[config.mk]
export PLATFORM = sky130hd
export DESIGN_NAME = e203_exu_csr_vec_bank
export DESIGN_NICKNAME = d
export VERILOG_FILES = /design/src/rtl/e203_csr_vec_pkg.sv /design/src/rtl/e203_csr_vec_entry.sv /design/src/rtl/e203_exu_csr_vec_bank.sv
export SDC_FILE = /design/constraint.sdc
export NUM_CORES = 1
export LEC_CHECK = 0
export ABC_AREA = 0
export CAP_MARGIN = 0
export CORE_AREA = 5 5 125 127
export DETAILED_ROUTE_END_ITERATION = 12
export DIE_AREA = 0 0 130 132
export PLACE_DENSITY = 0.85
export RECOVER_POWER = 100
export SLEW_MARGIN = 20
export SYNTH_ARGS = -nofsm -noshare
export SYNTH_HDL_FRONTEND = slang
export SYNTH_SLANG_ARGS = --single-unit
export TNS_END_PERCENT = 5
[constraint.sdc]
create_clock -name clk -period 2.7 [get_ports clk]
set_clock_uncertainty 0.2 [all_clocks]
set_input_delay 0.405 -clock clk [delete_from_list [all_inputs] [get_ports clk]]
set_output_delay 0.405 -clock clk [all_outputs]
set_load 0.02 [all_outputs]
[src/rtl/e203_csr_vec_pkg.sv]
// Shared types and helpers for the trap-vector CSR bank: mode encoding, entry layout,
// and the one-hot select check.
package e203_csr_vec_pkg;

    localparam int unsigned CSR_XLEN    = 32;
    localparam int unsigned CSR_SEL_MAX = 8;

    typedef enum logic [1:0] {
        MODE_DIRECT   = 2'd0,
        MODE_VECTORED = 2'd1
    } vec_mode_e;

    typedef struct packed {
        logic [CSR_XLEN-1:0] base;
        vec_mode_e           mode;
        logic                locked;
    } vec_entry_t;

    function automatic logic is_onehot(input logic [CSR_SEL_MAX-1:0] vec);
        int unsigned cnt;
        cnt = 0;
        for (int i = 0; i < CSR_SEL_MAX; i++) begin
            cnt = cnt + {31'b0, vec[i]};
        end
        return (cnt == 1);
    endfunction

endpackage

[src/rtl/e203_csr_vec_entry.sv]
// One trap-vector entry: aligned base, WARL mode field and a sticky lock bit.
module e203_csr_vec_entry
    import e203_csr_vec_pkg::*;
#(
    parameter int unsigned     XLEN     = 32,
    parameter int unsigned     BASE_LSB = 6,
    parameter logic [XLEN-1:0] RST_BASE = '0
) (
    input  logic            clk,
    input  logic            rst_n,
    input  logic            i_wr_en,
    input  logic            i_lock_req,
    input  logic [XLEN-1:0] i_wdata,
    output logic [XLEN-1:0] o_base,
    output logic [1:0]      o_mode,
    output logic            o_locked
);

    localparam logic [XLEN-1:0] BASE_MASK = ~((XLEN'(1) << BASE_LSB) - XLEN'(1));

    vec_entry_t r_entry;
    vec_entry_t w_entry_nxt;

    always_comb begin
        w_entry_nxt = r_entry;
        if (i_wr_en) begin
            w_entry_nxt.base = i_wdata & BASE_MASK;
            // Only encodings 0 and 1 are legal; 2 and 3 keep the previous mode.
            if (!i_wdata[1]) begin
                w_entry_nxt.mode = vec_mode_e'(i_wdata[1:0]);
            end
            w_entry_nxt.locked = r_entry.locked | i_lock_req;
        end
    end

    always_ff @(posedge clk or negedge rst_n) begin
        if (!rst_n) begin
            r_entry <= '{base: RST_BASE & BASE_MASK, mode: MODE_DIRECT, locked: 1'b0};
        end else begin
            r_entry <= w_entry_nxt;
        end
    end

    assign o_base   = r_entry.base;
    assign o_mode   = r_entry.mode;
    assign o_locked = r_entry.locked;

endmodule

[src/rtl/e203_exu_csr_vec_bank.sv]
// Bank of mtvec-class trap-vector CSRs: select/validity decode, read mux, write-error
// pulse and saturating violation counter around NUM_VEC lockable entries.
module e203_exu_csr_vec_bank
    import e203_csr_vec_pkg::*;
#(
    parameter int unsigned     XLEN     = 32,
    parameter int unsigned     NUM_VEC  = 4,
    parameter int unsigned     BASE_LSB = 6,
    parameter logic [XLEN-1:0] RST_BASE = 32'h0000_0000,
    parameter int unsigned     VCNT_W   = 8
) (
    input  logic                    clk,
    input  logic                    rst_n,
    input  logic [NUM_VEC-1:0]      i_csr_sel,
    input  logic                    i_csr_wr_en,
    input  logic                    i_csr_rd_en,
    input  logic                    i_wbck_csr_wen,
    input  logic [XLEN-1:0]         i_wbck_csr_dat,
    input  logic                    i_lock_req,
    output logic [XLEN-1:0]         o_csr_rdata,
    output logic [NUM_VEC*XLEN-1:0] o_vec_base,
    output logic [NUM_VEC*2-1:0]    o_vec_mode,
    output logic [NUM_VEC-1:0]      o_vec_locked,
    output logic                    o_wr_err,
    output logic [VCNT_W-1:0]       o_viol_cnt
);

    logic [XLEN-1:0]    w_base   [NUM_VEC];
    logic [1:0]         w_mode   [NUM_VEC];
    logic [NUM_VEC-1:0] w_locked;
    logic [NUM_VEC-1:0] w_entry_wr;
    logic               w_onehot;
    logic               w_wr_try;
    logic               w_sel_locked;
    logic               w_viol;
    logic [XLEN-1:0]    w_rdata;

    logic               r_wr_err;
    logic [VCNT_W-1:0]  r_viol_cnt;

    assign w_onehot     = is_onehot(CSR_SEL_MAX'(i_csr_sel));
    assign w_wr_try     = i_csr_wr_en & i_wbck_csr_wen & (|i_csr_sel);
    assign w_sel_locked = |(i_csr_sel & w_locked);
    assign w_viol       = w_wr_try & (~w_onehot | w_sel_locked);
    assign w_entry_wr   = (w_wr_try & w_onehot) ? (i_csr_sel & ~w_locked) : '0;

    for (genvar g = 0; g < NUM_VEC; g++) begin : g_entry
        e203_csr_vec_entry #(
            .XLEN     (XLEN),
            .BASE_LSB (BASE_LSB),
            .RST_BASE (RST_BASE)
        ) u_entry (
            .clk        (clk),
            .rst_n      (rst_n),
            .i_wr_en    (w_entry_wr[g]),
            .i_lock_req (i_lock_req),
            .i_wdata    (i_wbck_csr_dat),
            .o_base     (w_base[g]),
            .o_mode     (w_mode[g]),
            .o_locked   (w_locked[g])
        );

        assign o_vec_base[g*XLEN +: XLEN] = w_base[g];
        assign o_vec_mode[g*2 +: 2]       = w_mode[g];
    end

    // Reads see the current register contents, so a same-cycle write returns the old value.
    always_comb begin
        w_rdata = '0;
        if (i_csr_rd_en && w_onehot) begin
            for (int i = 0; i < NUM_VEC; i++) begin
                if (i_csr_sel[i]) begin
                    w_rdata = w_rdata | w_base[i] | {{(XLEN-2){1'b0}}, w_mode[i]};
                end
            end
        end
    end

    always_ff @(posedge clk or negedge rst_n) begin
        if (!rst_n) begin
            r_wr_err   <= 1'b0;
            r_viol_cnt <= '0;
        end else begin
            r_wr_err <= w_viol;
            if (w_viol && (r_viol_cnt != {VCNT_W{1'b1}})) begin
                r_viol_cnt <= r_viol_cnt + VCNT_W'(1);
            end
        end
    end

    assign o_csr_rdata  = w_rdata;
    assign o_vec_locked = w_locked;
    assign o_wr_err     = r_wr_err;
    assign o_viol_cnt   = r_viol_cnt;

endmodule

# ---- After elaboration in Yosys (flattened, before gate mapping)
# Cells that the tools add are included.
dict set report totals {
  ram_bits 0
  ff_bits 121
  rom_bits 0
  wordCells 58
  latch_bits 0
  n_memories 0
  input_bits 42
}
dict set report op_classes {
  n_bitwise 21
  n_lt_le_gt_ge 0
  eq_ne 2
  shift 0
  reduce_logical 8
  muxes 9
  n_div 0
  add_sub_neg 4
  mul 0
}
# cell count
set ops {}
lappend ops {{32-bit two-way mux} 8}
lappend ops {{32-bit by 1-bit OR with 32-bit output} 4}
lappend ops {{32-bit OR} 3}
lappend ops {{8-bit by 1-bit adder with 8-bit output, second input constant} 1}
lappend ops {{4-bit AND} 2}
lappend ops {{8-bit inequality test, second input constant} 1}
lappend ops {{2-bit AND reduction} 4}
lappend ops {{4-bit OR reduction} 2}
lappend ops {{1-bit OR} 5}
lappend ops {{3-bit by 1-bit adder with 4-bit output} 1}
lappend ops {{1-bit AND} 4}
lappend ops {{4-bit by 1-bit == test with 1-bit output, second input constant} 1}
lappend ops {{4-bit two-way mux} 1}
lappend ops {{4-bit inverter} 1}
lappend ops {{2-bit by 1-bit adder with 3-bit output} 1}
lappend ops {{1-bit by 1-bit adder with 2-bit output} 1}
lappend ops {{1-bit logical AND} 2}
lappend ops {{1-bit inverter} 2}

# ---- Depth between registers and ports, before layout
dict set report logic_depth {
  depth_word 18
  mapped_depth 10
  mapped_depth_nobuf 10
}

# ---- Modules after synthesis
# Synthesis repeated with hierarchy kept, for this count alone.
dict set report hier_totals {
  hier_cells 447
  area_unflattened_um2 6165.9
}
# mod n_inst cells_each seq_area_each_um2 area_each_um2
set modules_own_cells {}
lappend modules_own_cells {e203_csr_vec_entry 4 68 700.7 1208.7}
lappend modules_own_cells {e203_exu_csr_vec_bank 1 175 225.2 1331.3}

# ---- Worst setup path after synthesis
# OpenSTA, ideal clock, no wires.
dict set report synth_path {
  path_kind {input port to flip-flop}
  from {input port i_csr_sel[0]}
  to {register g_entry[0].u_entry.r_entry, in the netlist g_entry[0].u_entry.o_base[11]}
  stages 10
  n_path_buf 1
  arrival_time_ps 2879
  setup_time_ps 125
  setup_slack_ps -504
  cell_sequence {inv_1 > fa_1 > inv_1 > ha_1 > ha_1 > nor3b_2 > o311a_2 > nor3b_4 > buf_6 > mux2_2}
}
dict set report synth_between {
  elab_chain_len 6
}
# element line_no
set synth_lines {}
lappend synth_lines {{start: declaration} e203_exu_csr_vec_bank.sv:14} ;# input logic [NUM_VEC-1:0] i_csr_sel,
lappend synth_lines {{1-bit by 1-bit adder with 2-bit output} e203_csr_vec_pkg.sv:23} ;# cnt = cnt + {31'b0, vec[i]};
lappend synth_lines {{2-bit by 1-bit adder with 3-bit output} e203_csr_vec_pkg.sv:23}
lappend synth_lines {{3-bit by 1-bit adder with 4-bit output} e203_csr_vec_pkg.sv:23}
lappend synth_lines {{4-bit by 1-bit == test with 1-bit output} e203_csr_vec_pkg.sv:25} ;# return (cnt == 1);
lappend synth_lines {{1-bit AND} e203_exu_csr_vec_bank.sv:45} ;# assign w_entry_wr = (w_wr_try & w_onehot) ? (i_csr_sel & ~w_locked) : '0;
lappend synth_lines {{4-bit two-way mux *} e203_exu_csr_vec_bank.sv:45}
lappend synth_lines {{end signal: assignment} e203_csr_vec_entry.sv:38} ;# r_entry <= '{base: RST_BASE & BASE_MASK, mode: MODE_DIRECT, locked: 1'b0};
lappend synth_lines {{end signal: assignment} e203_csr_vec_entry.sv:40} ;# r_entry <= w_entry_nxt;
lappend synth_lines {{end: declaration} e203_csr_vec_entry.sv:21} ;# vec_entry_t r_entry;
# Every way passes the cells marked *; elsewhere a longest branch is shown, timed or not.
# A chain may end at the register's enable or synchronous reset.

# ---- Worst setup path after layout
dict set report layout_path {
  from {input port i_csr_sel[3]}
  to {output port o_csr_rdata[11]}
}
dict set report layout_between {
  elab_chain_len 4
}
# element line_no
set layout_lines {}
lappend layout_lines {{3-bit by 1-bit adder with 4-bit output} e203_csr_vec_pkg.sv:23}
lappend layout_lines {{4-bit by 1-bit == test with 1-bit output} e203_csr_vec_pkg.sv:25}
lappend layout_lines {{1-bit logical AND} e203_exu_csr_vec_bank.sv:70} ;# if (i_csr_rd_en && w_onehot) begin
lappend layout_lines {{32-bit two-way mux *} e203_exu_csr_vec_bank.sv:70}
lappend layout_lines {{end: declaration} e203_exu_csr_vec_bank.sv:20} ;# output logic [XLEN-1:0] o_csr_rdata,
# Marks and branches as above.

==> metrics.md <==
| Metric | Value |
|---|---|
| CTS Sinks | 121 |
| Num ports | 223 |
| Critical Path Start | i_csr_sel[3] |
| DIE AREA | 0.0172 mm² |
| Synth cell types | 32 |
| FF/Latch Area | 0.00303 mm² |
| Commonest non-fill, non-tap cell in the layout | dlygate4sd3_1 |
| # setup viols final | 134 |
| Avg Cell Area, Syn | 13.3 µm² |
| Post-detail-place hpwl | 11600 µm |
| Total grt overflow | 0 |
| Clk slew on worst S/H paths | 50 ps |
| Via density | about 5.3 |
| Die Ht | 132 µm |
| Final Hold Viols | 0 |
| Comb power frac | 0.434 |
| Min Tclk post-route | approximately 3000 ps |
| Routed WL | 17600 µm |
| Antenna diodes | 0 |
| Multi-input logic area | 0.00264 mm² |
| Clock network fraction of design power | 0.229 |
| DRC Markers | 0 |
| Flop2flop setup slack | ~690 ps |
| Worst setup EP type | output port |
| Cell row count | 44 |
| Initial core utilization | 0.394 |
| First-pass GRT wire length | 27300 µm |
| RSZ-0062 raised after global routing | yes |
| Largest cells by area after synthesis | dfrtp_1 54%, mux2_2 21%, a22oi_1 7.5% |
| Sequential share of power | 0.337 |
| Maxcap violations | 0 |
| Synthesized cell area | 0.00564 mm² |
| Violated checks | setup timing |
| CTS Buf Count | 17 |
| Sw power | 3690 µW |
| Number of fill cells in the layout | 1073 |
| Max VDD drop | roughly 560 µV |
| Commonest non-fill, non-tap cells in the layout | 122 x dlygate4sd3_1, 121 x dfrtp_1, 76 x mux2_2, 56 x a22oi_1, 33 x conb_1 |
| First drt pass iteration count | 4 |
| Worst-Margin Slew | 848 ps |
| GP Congestion | 0.786 |
| Yosys warns | 0 |
| Worst-Skew Late Latency | 400 ps |
| Core area | 0.0143 mm² |
| Max_slew headroom | 0.434 |
| Clock Path Buffers | 2 |
| CP Class | primary input to output port |
| Worst Hold Path Cells | 1 |
| Syn Inst Count | approximately 430 |
| Reg2reg path depth | 6 |
| EDFF count, synth | 0 |
| Vias post-DR | 4387 |
| Pins Over Slew Limit | 0 |
| Remaining antenna violation count | 0 |
| Switching Fraction | 0.369 |
| Hold Path Class | register to register |
| Layout area overhead | 55.3% |
| Synth top area share | 0.537 |
| Internal Pwr Total | around 6300 µW |
| Post-synthesis sequential area ratio | 0.537 |
| All-Layer GR Usage | 0.206 |
| Reg-to-reg endpoint | o_viol_cnt[1] |
| H-tree levels | 4 |
| Max Freq | about 0.33 GHz |
| Nets@finish | 680 |
| Wirelength per Cell | between 20 and 25 µm |
| Critical Path AT | 2420 ps |
| CP required | 2100 ps |
| Layout cells sized above 1 | 0.371 |
| Pwr Density | 1140 mW/mm² |
| FF+latch count, synth | 121 |
| Crit path max fanout | 7 |
| Hold Path End | o_viol_cnt[7] |
| Nature of the critical path startpoint | primary input |
| Worst setup margin | -330 ps |
| Largest net degree at the start of global routing | 63 |
| Predominant post-synthesis flop cell | dfrtp_1 |
| Die X | 130 µm |
| Total Power | 9990 µW |
| Outcome | complete, but fails checks |
| Dominant cell type by area after synthesis | dfrtp_1 |
| Async set-reset flop share out of synthesis | 1.00 |
| Period Utilization, post-route | 1.12 |
| Origin of the critical flop-to-flop path | o_viol_cnt[0] |
| Leakage | 0.00393 µW |
| Number of antenna violations at the first check in global routing | 0 |
| Hold WS | 290 ps |
| Worst Hold Launch | o_viol_cnt[7] |
| Final setup TNS | -20680 ps |
| IO buf count | around 190 |
| Vias in the first global route | about 4900 |
| Root Buffer | clkbuf_16 |
| Drt first-iter violations | 170 |
| CTS tree | done |
==> worst max-delay path by stage <==
| stage | end | depth (start not counted) |
|---|---|---|
| floorplan | g_entry[0].u_entry.o_base[11] | 10 |
| global placement | o_csr_rdata[11] | 11 |
| detailed placement | o_csr_rdata[12] | 11 |
| CTS | o_csr_rdata[7] | 12 |
| global route | o_csr_rdata[11] | 12 |
| finish | o_csr_rdata[11] | 12 |
==> layer usage <==
| metal | track usage | vias up | share of wire |
|---|---|---|---|
| li1 | - | 1921 | - |
| met1 | 0.248 | 2226 | 0.39 |
| met2 | 0.339 | 210 | 0.51 |
| met3 | 0.0600 | 30 | 0.079 |
| met4 | 0.0906 | 0 | 0.022 |
| met5 | 0 | - | 0 |
==> stage by stage <==
stage,cell area (µm²),instances,setup slack (ps),utilization
3_3_place_gp,7760,791,-1080,0.542
5_1_grt,8750,829,-397,0.611
2_1_floorplan,5830,457,-399,-
3_5_place_dp,7760,791,-1150,0.542
6_report,8750,829,-330,0.611
4_1_cts,8660,829,-358,0.605
==> cell families after synthesis <==
logic type | synth area share
and+or+nand+nor | 0.0369
DFF | 0.537
other | 0.000665
muxes | 0.218
xor gates and xnor gates | 0.0109
buffers and inverters | 0.0759
adders and majority gates | 0.0124
AOI/OAI and AO/OA | 0.108
==> cells in the mapped netlist (3+ instances only) <==
cell,n
a31o_2,4
nor3b_4,3
buf_4,41
mux2_2,106
a21oi_1,27
xnor2_1,6
nand2_1,7
mux2_1,3
ha_1,4
buf_1,4
buf_6,4
dfrtp_1,121
a22oi_1,56
inv_1,6
clkbuf_1,10
==> sequential cells by signal, summed over array words and instances, names as in the netlist <==
name                      flops
g_entry.u_entry.o_base      104
o_viol_cnt                    8
g_entry.u_entry.o_locked      4
g_entry.u_entry.o_mode        4
o_wr_err                      1
==> final cells by class <==
cell class	instances	share of cell area
timing repair buffer	216	0.255
multi-input combinational	271	0.302
clock buffer	22	0.0508
sequential	121	0.346
tap	184	0.0263
clock inverter	9	0.0170
inverter	6	0.00329
==> power groups by stage <==
| stage | Sequential [µW] | Combinational (µW) | Clock [µW] |
|---|---|---|---|
| 6_report | 3370 | 4340 | 2290 |
| 5_1_grt | 3490 | 4570 | 2420 |
| 4_1_cts | 3400 | 4590 | 2340 |
| 3_5_place_dp | 3400 | 4350 | 0 |
| 3_3_place_gp | 3340 | 4250 | 0 |
| 2_1_floorplan | 4190 | 1310 | 0 |
==> critical path: stages <==
cell	delay, ps
buf_8	80
inv_4	30
fa_1	530
inv_1	60
ha_2	190
ha_4	220
nor3b_4	230
nand2_4	110
buf_12	150
buf_12	140
a21oi_4	130
buf_6	140
==> what timing repair did <==
action / in CTS / in global routing
hold buffers: 1 / 0
pin swaps: 4 / 3
buffers inserted: 4 / 1
setup endpoints to repair: 143 / 135
resized for setup: 206 / 30
cloned: 2 / 0
endpoints found under the hold margin: 33 / 0
(Power assumes the default switching activity.)
